**src/rtl/imem_loader_pkg.sv**
```systemverilog
// rtl/imem_loader_pkg.sv - shared state encoding and constants for the instruction memory loader
//
// Contents:
//   state_t   : loader FSM states
//   CSUM_SEED : initial value of the running XOR checksum
package loader_pkg;

    typedef enum logic [2:0] {
        ST_IDLE,
        ST_LOAD,
        ST_CHECK,
        ST_RUN,
        ST_ERROR
    } state_t;

    localparam int unsigned CSUM_SEED = 0;

endpackage

```
**src/rtl/imem_loader_if.sv**
```systemverilog
// rtl/imem_loader_if.sv - valid/ready word stream feeding the instruction memory loader
//
// Signals:
//   in_valid : producer has a word on in_data
//   in_ready : loader accepts a word this cycle
//   in_data  : program word, or the checksum word after the last program word
// Modports:
//   master : producer side
//   slave  : loader side
interface imem_loader_if #(
    parameter int DATA_W = 32
) ();

    logic              in_valid;
    logic              in_ready;
    logic [DATA_W-1:0] in_data;

    modport master (
        output in_valid,
        output in_data,
        input  in_ready
    );

    modport slave (
        input  in_valid,
        input  in_data,
        output in_ready
    );

endinterface

```
**src/rtl/imem_loader.sv**
```systemverilog
// rtl/imem_loader.sv - boot loader that streams a program into instruction memory and gates the core
//
// Ports:
//   clk, rst_n : clock, asynchronous active-low reset
//   start      : one-cycle load request; len sampled in the same cycle
//   len        : number of program words (0 .. 2**ADDR_W)
//   in_s       : word stream (slave side); program words then one XOR checksum word
//   imem_we    : instruction memory write strobe
//   imem_addr  : write word address
//   imem_wdata : write data
//   cpu_run    : core may fetch/advance PC
//   busy       : load in progress (LOAD or CHECK)
//   err        : bad length or checksum mismatch; sticky until next start or reset
module imem_loader
    import loader_pkg::*;
#(
    parameter int ADDR_W = 8,
    parameter int DATA_W = 32
) (
    input  logic              clk,
    input  logic              rst_n,
    input  logic              start,
    input  logic [ADDR_W:0]   len,
    imem_loader_if.slave      in_s,
    output logic              imem_we,
    output logic [ADDR_W-1:0] imem_addr,
    output logic [DATA_W-1:0] imem_wdata,
    output logic              cpu_run,
    output logic              busy,
    output logic              err
);

    localparam logic [ADDR_W:0] DEPTH = {1'b1, {ADDR_W{1'b0}}};
    localparam logic [ADDR_W:0] ONE   = (ADDR_W+1)'(1);

    state_t            state;
    state_t            state_n;
    logic [ADDR_W:0]   cnt;
    logic [ADDR_W:0]   len_q;
    logic [DATA_W-1:0] sum;
    logic              ready_q;
    logic              beat;
    logic              load_beat;
    logic              last_word;
    logic              restart;

    assign in_s.in_ready = ready_q;
    assign beat          = in_s.in_valid && ready_q;
    assign load_beat     = beat && (state == ST_LOAD);
    // cnt is one bit wider than the address so len == DEPTH terminates without wrapping.
    assign last_word     = ((cnt + ONE) == len_q);
    // start only takes effect outside an active load.
    assign restart       = start && (state == ST_IDLE || state == ST_RUN || state == ST_ERROR);

    always_ff @(posedge clk or negedge rst_n) begin
        if (!rst_n) begin
            state <= ST_IDLE;
        end else begin
            state <= state_n;
        end
    end

    always_comb begin
        state_n = state;
        case (state)
            ST_IDLE, ST_RUN, ST_ERROR: begin
                if (start) begin
                    if (len > DEPTH) begin
                        state_n = ST_ERROR;
                    end else if (len == '0) begin
                        state_n = ST_CHECK;
                    end else begin
                        state_n = ST_LOAD;
                    end
                end
            end
            ST_LOAD: begin
                if (load_beat && last_word) begin
                    state_n = ST_CHECK;
                end
            end
            ST_CHECK: begin
                if (beat) begin
                    state_n = (in_s.in_data == sum) ? ST_RUN : ST_ERROR;
                end
            end
            default: begin
                state_n = ST_IDLE;
            end
        endcase
    end

    // Counter, checksum accumulator and latched length.
    always_ff @(posedge clk or negedge rst_n) begin
        if (!rst_n) begin
            cnt   <= '0;
            sum   <= DATA_W'(CSUM_SEED);
            len_q <= '0;
        end else if (restart) begin
            cnt   <= '0;
            sum   <= DATA_W'(CSUM_SEED);
            len_q <= len;
        end else if (load_beat) begin
            cnt   <= cnt + ONE;
            sum   <= sum ^ in_s.in_data;
        end
    end

    // Outputs are decoded from the next state so they line up with the state register.
    always_ff @(posedge clk or negedge rst_n) begin
        if (!rst_n) begin
            ready_q    <= 1'b0;
            busy       <= 1'b0;
            cpu_run    <= 1'b0;
            err        <= 1'b0;
            imem_we    <= 1'b0;
            imem_addr  <= '0;
            imem_wdata <= '0;
        end else begin
            ready_q <= (state_n == ST_LOAD) || (state_n == ST_CHECK);
            busy    <= (state_n == ST_LOAD) || (state_n == ST_CHECK);
            cpu_run <= (state_n == ST_RUN);
            err     <= (state_n == ST_ERROR);
            imem_we <= load_beat;
            if (load_beat) begin
                imem_addr  <= cnt[ADDR_W-1:0];
                imem_wdata <= in_s.in_data;
            end
        end
    end

endmodule

```
**src/flat_wrapper.sv**
```systemverilog
// flat-port wrapper written by rule: the top's interface ports become plain ports
module imem_loader_flat import loader_pkg::*;
#(
    parameter int ADDR_W = 8,
    parameter int DATA_W = 32
)
  (clk, rst_n, start, len, imem_we, imem_addr, imem_wdata, cpu_run, busy, err, in_s_in_valid, in_s_in_data, in_s_in_ready);
  imem_loader_if #(.DATA_W(DATA_W)) in_s_i ();
  input  logic clk;
  input  logic rst_n;
  input  logic start;
  input  logic [ADDR_W:0] len;
  output logic imem_we;
  output logic [ADDR_W-1:0] imem_addr;
  output logic [DATA_W-1:0] imem_wdata;
  output logic cpu_run;
  output logic busy;
  output logic err;
  input wire logic [$bits(in_s_i.in_valid)-1:0] in_s_in_valid;
  input wire logic [$bits(in_s_i.in_data)-1:0] in_s_in_data;
  output wire logic [$bits(in_s_i.in_ready)-1:0] in_s_in_ready;
  assign in_s_i.in_valid = in_s_in_valid;
  assign in_s_i.in_data = in_s_in_data;
  assign in_s_in_ready = in_s_i.in_ready;
  imem_loader #(.ADDR_W(ADDR_W), .DATA_W(DATA_W)) u_core (.clk(clk), .rst_n(rst_n), .start(start), .len(len), .in_s(in_s_i), .imem_we(imem_we), .imem_addr(imem_addr), .imem_wdata(imem_wdata), .cpu_run(cpu_run), .busy(busy), .err(err));
endmodule
```
**config.mk**
```make
export PLATFORM = sky130hd
export DESIGN_NAME = imem_loader_flat
export DESIGN_NICKNAME = d
export VERILOG_FILES = /design/src/rtl/imem_loader_pkg.sv /design/src/rtl/imem_loader_if.sv /design/src/rtl/imem_loader.sv /design/src/flat_wrapper.sv
export SDC_FILE = /design/constraint.sdc
export NUM_CORES = 1
export LEC_CHECK = 0
export CAP_MARGIN = 20
export CORE_MARGIN = 2
export CORE_UTILIZATION = 50
export CTS_CLUSTER_DIAMETER = 60
export DETAILED_ROUTE_END_ITERATION = 7
export PLACE_DENSITY = 0.82
export SYNTH_ARGS = -nofsm -noshare
export SYNTH_HDL_FRONTEND = slang
export SYNTH_SLANG_ARGS = --single-unit
```
**constraint.sdc**
```tcl
create_clock -name clk -period 5.6 [get_ports clk]
set_input_delay 1.12 -clock clk [delete_from_list [all_inputs] [get_ports clk]]
set_output_delay 1.12 -clock clk [all_outputs]
set_load 0.01 [all_outputs]
```
# Yosys cells after proc, flatten, opt, wreduce, memory -nomap -nowiden
# Cells that the tools add are included.
[op_classes]
addsub = 1
magnitude_cmp = 1
n_eq_ne = 10
mux = 11
bitwise = 1
reduce_logical = 11
[ops]
columns = ["cell", "count"]
rows = [
  ["2-to-1 mux 32 bit", 2],
  ["equality test 32 bit", 1],
  ["XOR 32 bit", 1],
  ["2-to-1 mux 9 bit", 2],
  ["2-to-1 mux 3 bit", 5],
  ["equality test 3 x 2 -> 1 bit (second input constant)", 4],
  ["adder 9 x 1 -> 9 bit (second input constant)", 1],
  ["equality test 9 bit", 1],
  ["> comparator 9 bit (second input constant)", 1],
  ["logical NOT 9 bit", 1],
  ["case mux 3 bit (3 select lines)", 1],
  ["equality test 3 x 1 -> 1 bit (second input constant)", 2],
  ["equality test 3 bit (second input constant)", 2],
  ["logical AND 1 bit", 4],
  ["logical NOT 3 bit", 1],
  ["logical OR 1 bit", 3],
  ["OR reduction 3 bit", 1],
  ["2-to-1 mux 2 bit", 1],
  ["nonzero test 2 bit", 1],
]
[word_totals]
regBits = 97
input_bits = 45
out_inout_bits = 45
word_cells = 45

# Logic depth before layout (Yosys ltp)
# Gate-level depths: netlist of the first run.
[logic_depth]
ltp_word = 7
mapped_depth = 10
ltp_nobuf = 10

# Least setup slack after synthesis of the first run
# OpenSTA, ideal clock, no wires.
[synth_timing]
path_kind = "input to register"
startpoint = "input port len[1]"
endpoint = "register u_core.busy"
setup_time_ns = 0.128
t_arrival_ns = 2.459
required_ns = 5.472
setup_slack_ns = 3.013
stages = 10
path_buffers = 0
path_cell_list = "nor4_1 -> nand2_1 -> inv_1 -> ha_1 -> nand3b_1 -> o21ai_0 -> nor3b_1 -> a31oi_1 -> o21ai_2 -> mux2_1"
[synth_via]
elab_chain_len = 7
word_cells_on_any_way = 9
cone_classes = "order compare: 1; eq/ne: 2; mux: 4; reduce/logical: 2"
[synth_rtl]
columns = ["element", "line_no", "rtl"]
rows = [
  ["start: declaration", "flat_wrapper.sv:12", "input logic [ADDR_W:0] len;"],
  ["parallel branches: the longest is 2 deep, another holds > comparator 9 bit", "-", ""],
  ["2-to-1 mux 3 bit *", "imem_loader.sv:68", "if (len > DEPTH) begin"],
  ["2-to-1 mux 3 bit *", "imem_loader.sv:67", "if (start) begin"],
  ["case mux 3 bit (3 select lines) *", "imem_loader.sv:65", "case (state)"],
  ["equality test 3 x 1 -> 1 bit or equality test 3 x 2 -> 1 bit (tied branches)", "imem_loader.sv:121", "busy <= (state_n == ST_LOAD) || (state_n == ST_CHECK);"],
  ["logical OR 1 bit *", "imem_loader.sv:121", ""],
  ["end signal: assignment", "imem_loader.sv:121", ""],
  ["end: declaration", "imem_loader.sv:29", "output logic busy,"],
]
# Every way passes the cells marked *.
# A chain may end at the register's enable or synchronous reset.

# Worst setup path in the final report of the first run
[layout_timing]
startpoint = "input port in_s_in_valid"
endpoint = "register u_core.cnt[3]"
[layout_via]
elab_chain_len = 3
[layout_rtl]
columns = ["element", "line_no", "rtl"]
rows = [
  ["start: declaration", "flat_wrapper.sv:19", "input wire logic [$bits(in_s_i.in_valid)-1:0] in_s_in_valid;"],
  ["logical AND 1 bit", "imem_loader.sv:48", "assign beat = in_s.in_valid && ready_q;"],
  ["logical AND 1 bit", "imem_loader.sv:49", "assign load_beat = beat && (state == ST_LOAD);"],
  ["nonzero test 2 bit (no line)", "-", ""],
  ["end signal: assignment", "imem_loader.sv:104", "cnt <= cnt + ONE;"],
  ["end: declaration", "imem_loader.sv:38", "logic [ADDR_W:0] cnt;"],
]
# Every way passes these cells.

==> flow_metrics.env, run 1 <==
export IMPL_endpoint_kind="flip-flop"
export IMPL_place_congestion=0.813
export IMPL_io_buffer_count=89
export IMPL_fin_worst_skew_ns=0.0146
export IMPL_drt_wirelength_per_cell_microns=14.9
export IMPL_drc=0
export IMPL_maxSlewViolCount=0
export IMPL_coreArea_sq_mm=0.00881
export IMPL_max_freq_mhz=293
export IMPL_setup_viol=0
export IMPL_place_ws_ns=1.67
export IMPL_drt_first_pass_iters=4
export IMPL_synth_ff_type="dfrtp_1"
export IMPL_htree_levels=3
export IMPL_hold_path_class="reg -> reg"
export IMPL_fill_cells=697
export IMPL_relSlewSlack=0.346
export IMPL_start_util=0.519
export IMPL_power_per_cell_area_mw_per_mm2=480
export IMPL_holdBufCountCts=0
export IMPL_cts_max_path_buffers=2
export IMPL_grt_pass1_vias=3633
export IMPL_clock_sinks=97
export IMPL_outcome="finished, final reports clean"
export IMPL_fin_area_sq_mm=0.00579
export IMPL_whs_ns=0.485
export IMPL_synthDistinctLibCells=45
export IMPL_crit_family="buffers and inverters"
export IMPL_cts_resized=0
export IMPL_ant_nets=0
export IMPL_synth_area_top_cells="dfrtp_1 53%, nand2_1 14%, o21ai_0 7.8%, xnor2_1 7.7%, mux2_2 2.2%"
export IMPL_die_w_microns=99.6
export IMPL_synth_seq_cells=97
export IMPL_numCtsBuffers=9
export IMPL_yosys_area_top_type="dfrtp_1"
export IMPL_synth_top_area_share=0.531
export IMPL_crit_path_max_fanout=57
export IMPL_multi_input_area_sq_mm=0.00200
export IMPL_hold_viol=0
export IMPL_timing_critical_path_mode_cell="nand2_1"
export IMPL_hpwlAfterDp_microns=7220
export IMPL_place_area_sq_mm=0.00552
export IMPL_gr_usage_all_layers=0.219
export IMPL_rsz0062_at_grt="no"
export IMPL_cts_clk_slew_worst_paths_ns=0.09
export IMPL_async_flop_share=1.00
export IMPL_die_h_microns=99.6
export IMPL_grt_ovfl_total=0
export IMPL_num_rows=34
export IMPL_final_seq_area_sq_mm=0.00243
export IMPL_worst_pin_slew_ns=0.981
export IMPL_synth_enable_flop_cells=0
export IMPL_io_pins=90
export IMPL_layout_drive_gt1_share=0.0596
export IMPL_die_area_sq_mm=0.00992
export IMPL_yosys_top_cells_count="168 x nand2_1, 97 x dfrtp_1, 71 x o21ai_0"
export IMPL_cts_tree="done"
export IMPL_synth_fp_nets=549
export IMPL_n_antenna_cell=0
export IMPL_clock_latency_ns=0.36
export IMPL_finalNetCount=630
export IMPL_leakage_nw=2.56
export IMPL_crit_chain="clkdlybuf4s50_1 > nand2_1 > or2_2 > buf_4 > clkinv_1 > buf_4 > nand2_1 > nand2_1 > nand2_1 > o31ai_1"
export IMPL_yosysSeqAreaShare=0.531
export IMPL_vias=3764
export IMPL_cts_root_buf="clkbuf_8"
export IMPL_grt_pass1_wl_microns=17500
export IMPL_finalCritPeriodShare=0.609
export IMPL_slowest_delay_ns=0.78
export IMPL_vias_per_cell=5.42
export IMPL_path_class="in -> reg"
export IMPL_initialDrtViolationCount=231
export IMPL_cp_start_kind="input port"
export IMPL_yosys_warnings=0
export IMPL_grt_antenna_before_repair=0
export IMPL_synth_most_common_cell="nand2_1"
export IMPL_ir_drop_mv=0.336
export IMPL_syn_avg_cell_area_sq_um=9.12
export IMPL_period_needed_ns=3.41
export IMPL_syn_cell_area_sq_mm=0.00457
export IMPL_post_cts_setup_buffers=0
export IMPL_worstPathArrival_ns=3.61
export IMPL_cap_violations=0
export IMPL_crit_slowest_cell="or2_2"
export IMPL_timing_final_ws_setup_ns=2.19
export IMPL_tns_ns=0
export IMPL_area_growth_pct=26.7
export IMPL_crit_required_ns=5.80
export IMPL_wl_microns=10400
export IMPL_grt_start_max_net_pins=60
export IMPL_cp_num_buf_inv=4
export IMPL_netlist_instances=501
## final timing paths
path,slack [ns],from,cells past startpoint,to
worst max-delay path,2.19,in_s_in_valid,10,u_core.cnt[3]
worst min-delay path,0.49,u_core.imem_wdata[20],2,u_core.imem_wdata[20]
max in group asynchronous,3.75,rst_n,2,u_core.sum[31]
worst min register to register,0.49,u_core.imem_wdata[20],2,u_core.imem_wdata[20]
worst max register to register,2.72,u_core.state[1],7,u_core.sum[2]
min in group asynchronous,0.71,rst_n,1,u_core.len_q[5]
## where the power goes
group | leakage, nW | switching (mW) | internal, mW
logic | 1.17 | 0.510 | 0.541
registers | 1.26 | 0.222 | 0.975
clock network | 0.123 | 0.238 | 0.289
total | 2.56 | 0.971 | 1.80
## worst reg2reg max path, delay by kind of cell, from the launching register on
family	cells	cell delay (ns)
compound gates	1	0.20
flops	1	0.43
buf+inv	3	0.90
simple gates	3	1.27
## kinds of logic after synthesis
group | after synthesis | synth area share
AND/OR/NAND/NOR | 214 | 0.200
AO/OA/AOI/OAI | 98 | 0.118
flip-flops | 97 | 0.531
XOR/XNOR | 46 | 0.0882
buffers and inverters | 33 | 0.0299
multiplexers | 10 | 0.0247
adder cells (fa/ha/maj) | 3 | 0.00822
## layout make-up
class                      count  share of cell area
clock buffer                  12              0.0285
clock inverter                 4              0.0128
inverter                       9             0.00584
multi-input combinational    371               0.346
sequential                    97               0.420
tap                          108              0.0234
timing repair buffer          94               0.163
## cells in the final DEF (no fill, tap or decap), types with 2 or more instances in the layout
cell               n
a21oi_1            3
nor2_1             7
buf_4              5
nor3b_1            2
ha_1               3
nand2_1          168
mux2_2             9
inv_1              8
clkbuf_8          12
and3_1             2
o21ai_1            8
bufinv_16          2
nand3_1            5
nand4_1           11
clkdlybuf4s50_1   88
nand3b_1           2
xor2_1             6
nor4b_1            2
a211oi_1           3
nor3_1             3
o21ai_0           71
nor4_1             5
xnor2_1           40
dfrtp_1           97
o31ai_1            3
## metal layers
layer	global-route usage	routed length, microns	share of wire
met1	0.326	4890	0.47
met2	0.339	4900	0.47
met3	0.0337	542	0.052
met4	0.0527	42	0.0040
met5	0	0	0
## registers in the layout (all words and copies together) (netlist names)
name and flops:
u_core.len_q 9, u_core.imem_wdata 32, u_core.cpu_run 1, u_core.sum 32
u_core.state 3, u_core.err 1, u_core.cnt 9, u_core.imem_addr 8
u_core.busy 1, u_core.imem_we 1
## per-stage QoR
stage | util | instances | total power [mW]
floorplan | - | 501 | 1.77
global placement | 0.627 | 678 | 2.19
detailed placement | 0.627 | 678 | 2.24
CTS | 0.654 | 694 | 2.77
global route | 0.657 | 695 | 2.97
finish | 0.657 | 695 | 2.78
(Power assumes the default switching activity.)
==> run 2, diff against run 1 <==
clock period = 3.39 ns   (was 5.6 ns; I/O delays follow)
==> flow_metrics.env, run 2 (synthesis results as in run 1) <==
export IMPL_layout_drive_gt1_share=0.0644
export IMPL_cts_root_buf="clkbuf_8"
export IMPL_die_h_microns=99.6
export IMPL_n_antenna_cell=0
export IMPL_final_seq_area_sq_mm=0.00243
export IMPL_io_buffer_count=89
export IMPL_fill_cells=697
export IMPL_slowest_delay_ns=0.43
export IMPL_relSlewSlack=0.486
export IMPL_drt_first_pass_iters=4
export IMPL_endpoint_kind="flip-flop"
export IMPL_layout_commonest_cell="nand2_1"
export IMPL_power_mw=4.45
export IMPL_cts_clk_slew_worst_paths_ns=0.10
export IMPL_cts_tree="done"
export IMPL_place_congestion=0.861
export IMPL_worst_pin_slew_ns=0.760
export IMPL_cp_start_kind="input port"
export IMPL_maxSlewViolCount=0
export IMPL_path_class="in -> reg"
export IMPL_cap_violations=0
export IMPL_fin_worst_skew_ns=0.0132
export IMPL_max_freq_mhz=393
export IMPL_vias=3818
export IMPL_hpwlAfterDp_microns=7560
export IMPL_initialDrtViolationCount=228
export IMPL_rsz0062_at_grt="no"
export IMPL_grt_pass1_wl_microns=18500
export IMPL_clock_sinks=97
export IMPL_grt_pass1_vias=3851
export IMPL_layout_common_cells="168 x nand2_1, 97 x dfrtp_1, 88 x clkdlybuf4s50_1"
export IMPL_postLayoutCoreUtil=0.653
export IMPL_place_area_sq_mm=0.00554
export IMPL_finalNetCount=633
export IMPL_busiest_layer="met2"
export IMPL_start_util=0.519
export IMPL_cts_resized=0
export IMPL_die_w_microns=99.6
export IMPL_crit_chain="clkdlybuf4s50_1 > nor4_1 > nand2_1 > inv_1 > ha_1 > nand3b_1 > o21ai_0 > nor3b_1 > a31oi_1 > o21ai_2 > mux2_1"
export IMPL_whs_ns=0.181
export IMPL_grt_antenna_before_repair=0
export IMPL_grt_use_met2=0.386
export IMPL_area_growth_pct=26.0
export IMPL_io_pins=90
export IMPL_drc=0
export IMPL_grt_util_met1=0.311
export IMPL_holdBufCountCts=0
export IMPL_gr_usage_all_layers=0.233
export IMPL_worstPathArrival_ns=2.79
export IMPL_htree_levels=3
export IMPL_outcome="finished, final reports clean"
export IMPL_ant_nets=0
export IMPL_tns_ns=0
export IMPL_grt_use_met3=0.0401
export IMPL_wl_microns=10800
export IMPL_ir_drop_mv=0.378
export IMPL_hold_viol=0
export IMPL_multi_input_area_sq_mm=0.00200
export IMPL_crit_path_max_fanout=4
export IMPL_post_cts_setup_buffers=0
export IMPL_reg_top3="u_core.imem_wdata x32, u_core.sum x32"
export IMPL_grt_start_max_net_pins=84
export IMPL_hold_path_class="in -> async"
export IMPL_drt_wirelength_per_cell_microns=15.4
export IMPL_period_needed_ns=2.54
export IMPL_leakage_nw=2.54
export IMPL_vias_per_cell=5.47
export IMPL_setup_viol=0
export IMPL_finalCritPeriodShare=0.750
export IMPL_clock_latency_ns=0.37
export IMPL_cts_max_path_buffers=2
export IMPL_num_rows=34
export IMPL_grt_ovfl_total=0
export IMPL_coreArea_sq_mm=0.00881
export IMPL_power_per_cell_area_mw_per_mm2=773
export IMPL_crit_required_ns=3.64
export IMPL_crit_slowest_cell="clkdlybuf4s50_1"
export IMPL_die_area_sq_mm=0.00992
export IMPL_numCtsBuffers=9
export IMPL_fin_area_sq_mm=0.00575
## run 2: changes by cell type in the layout (fill, tap and decap cells not counted), moves of 2 or more
cell       before  now
clkbuf_8       12    9
inv_8           0    2
bufinv_16       2    0
buf_4           5    8
## run 2: final cells by class
class / count / share of cell area
Clock buffer: 9 / 0.0215
Clock inverter: 7 / 0.0107
Inverter: 9 / 0.00587
Multi-Input combinational cell: 371 / 0.348
Sequential cell: 97 / 0.422
Tap cell: 108 / 0.0235
Timing Repair Buffer: 97 / 0.168
## run 2: critical path, delay by kind of cell
kind	cells	cell delay, ns
AOI/OAI and AO/OA	3	0.30
adders and majority gates	1	0.16
buffers and inverters	2	0.51
muxes	1	0.36
and+or+nand+nor	4	0.77
## run 2: metal layers
layer  vias to the layer above  part of all wire
met1                      1870              0.45
met3                        19             0.042
met4                         0             0.022
met2                        84              0.49
li1                       1845                 -
met5                         -                 0
## run 2: metrics by stage
step	cells	worst slack (ns)
2_1_floorplan	501	1.23
3_3_place_gp	681	0.619
3_5_place_dp	681	0.449
4_1_cts	697	0.840
5_1_grt	698	0.653
6_report	698	0.847
## run 2: path summary, 6_finish.rpt
| path | slack, ns | end | from | cells past startpoint |
|---|---|---|---|---|
| worst max-delay path | 0.85 | u_core.busy | len[5] | 11 |
| worst min-delay path | 0.18 | u_core.cnt[4] | rst_n | 1 |
| worst max register to register | 1.00 | u_core.busy | u_core.state[1] | 6 |
| worst min register to register | 0.49 | u_core.imem_wdata[15] | u_core.imem_wdata[15] | 2 |
| max in group asynchronous | 2.35 | u_core.imem_wdata[10] | rst_n | 3 |
| min in group clk | 0.49 | u_core.imem_wdata[15] | u_core.imem_wdata[15] | 2 |
## run 2: power breakdown
group          switching (mW)  internal, mW  leakage, nW
sequential              0.377          1.61         1.26
combinational           0.858         0.886         1.18
clock                   0.435         0.281       0.0936
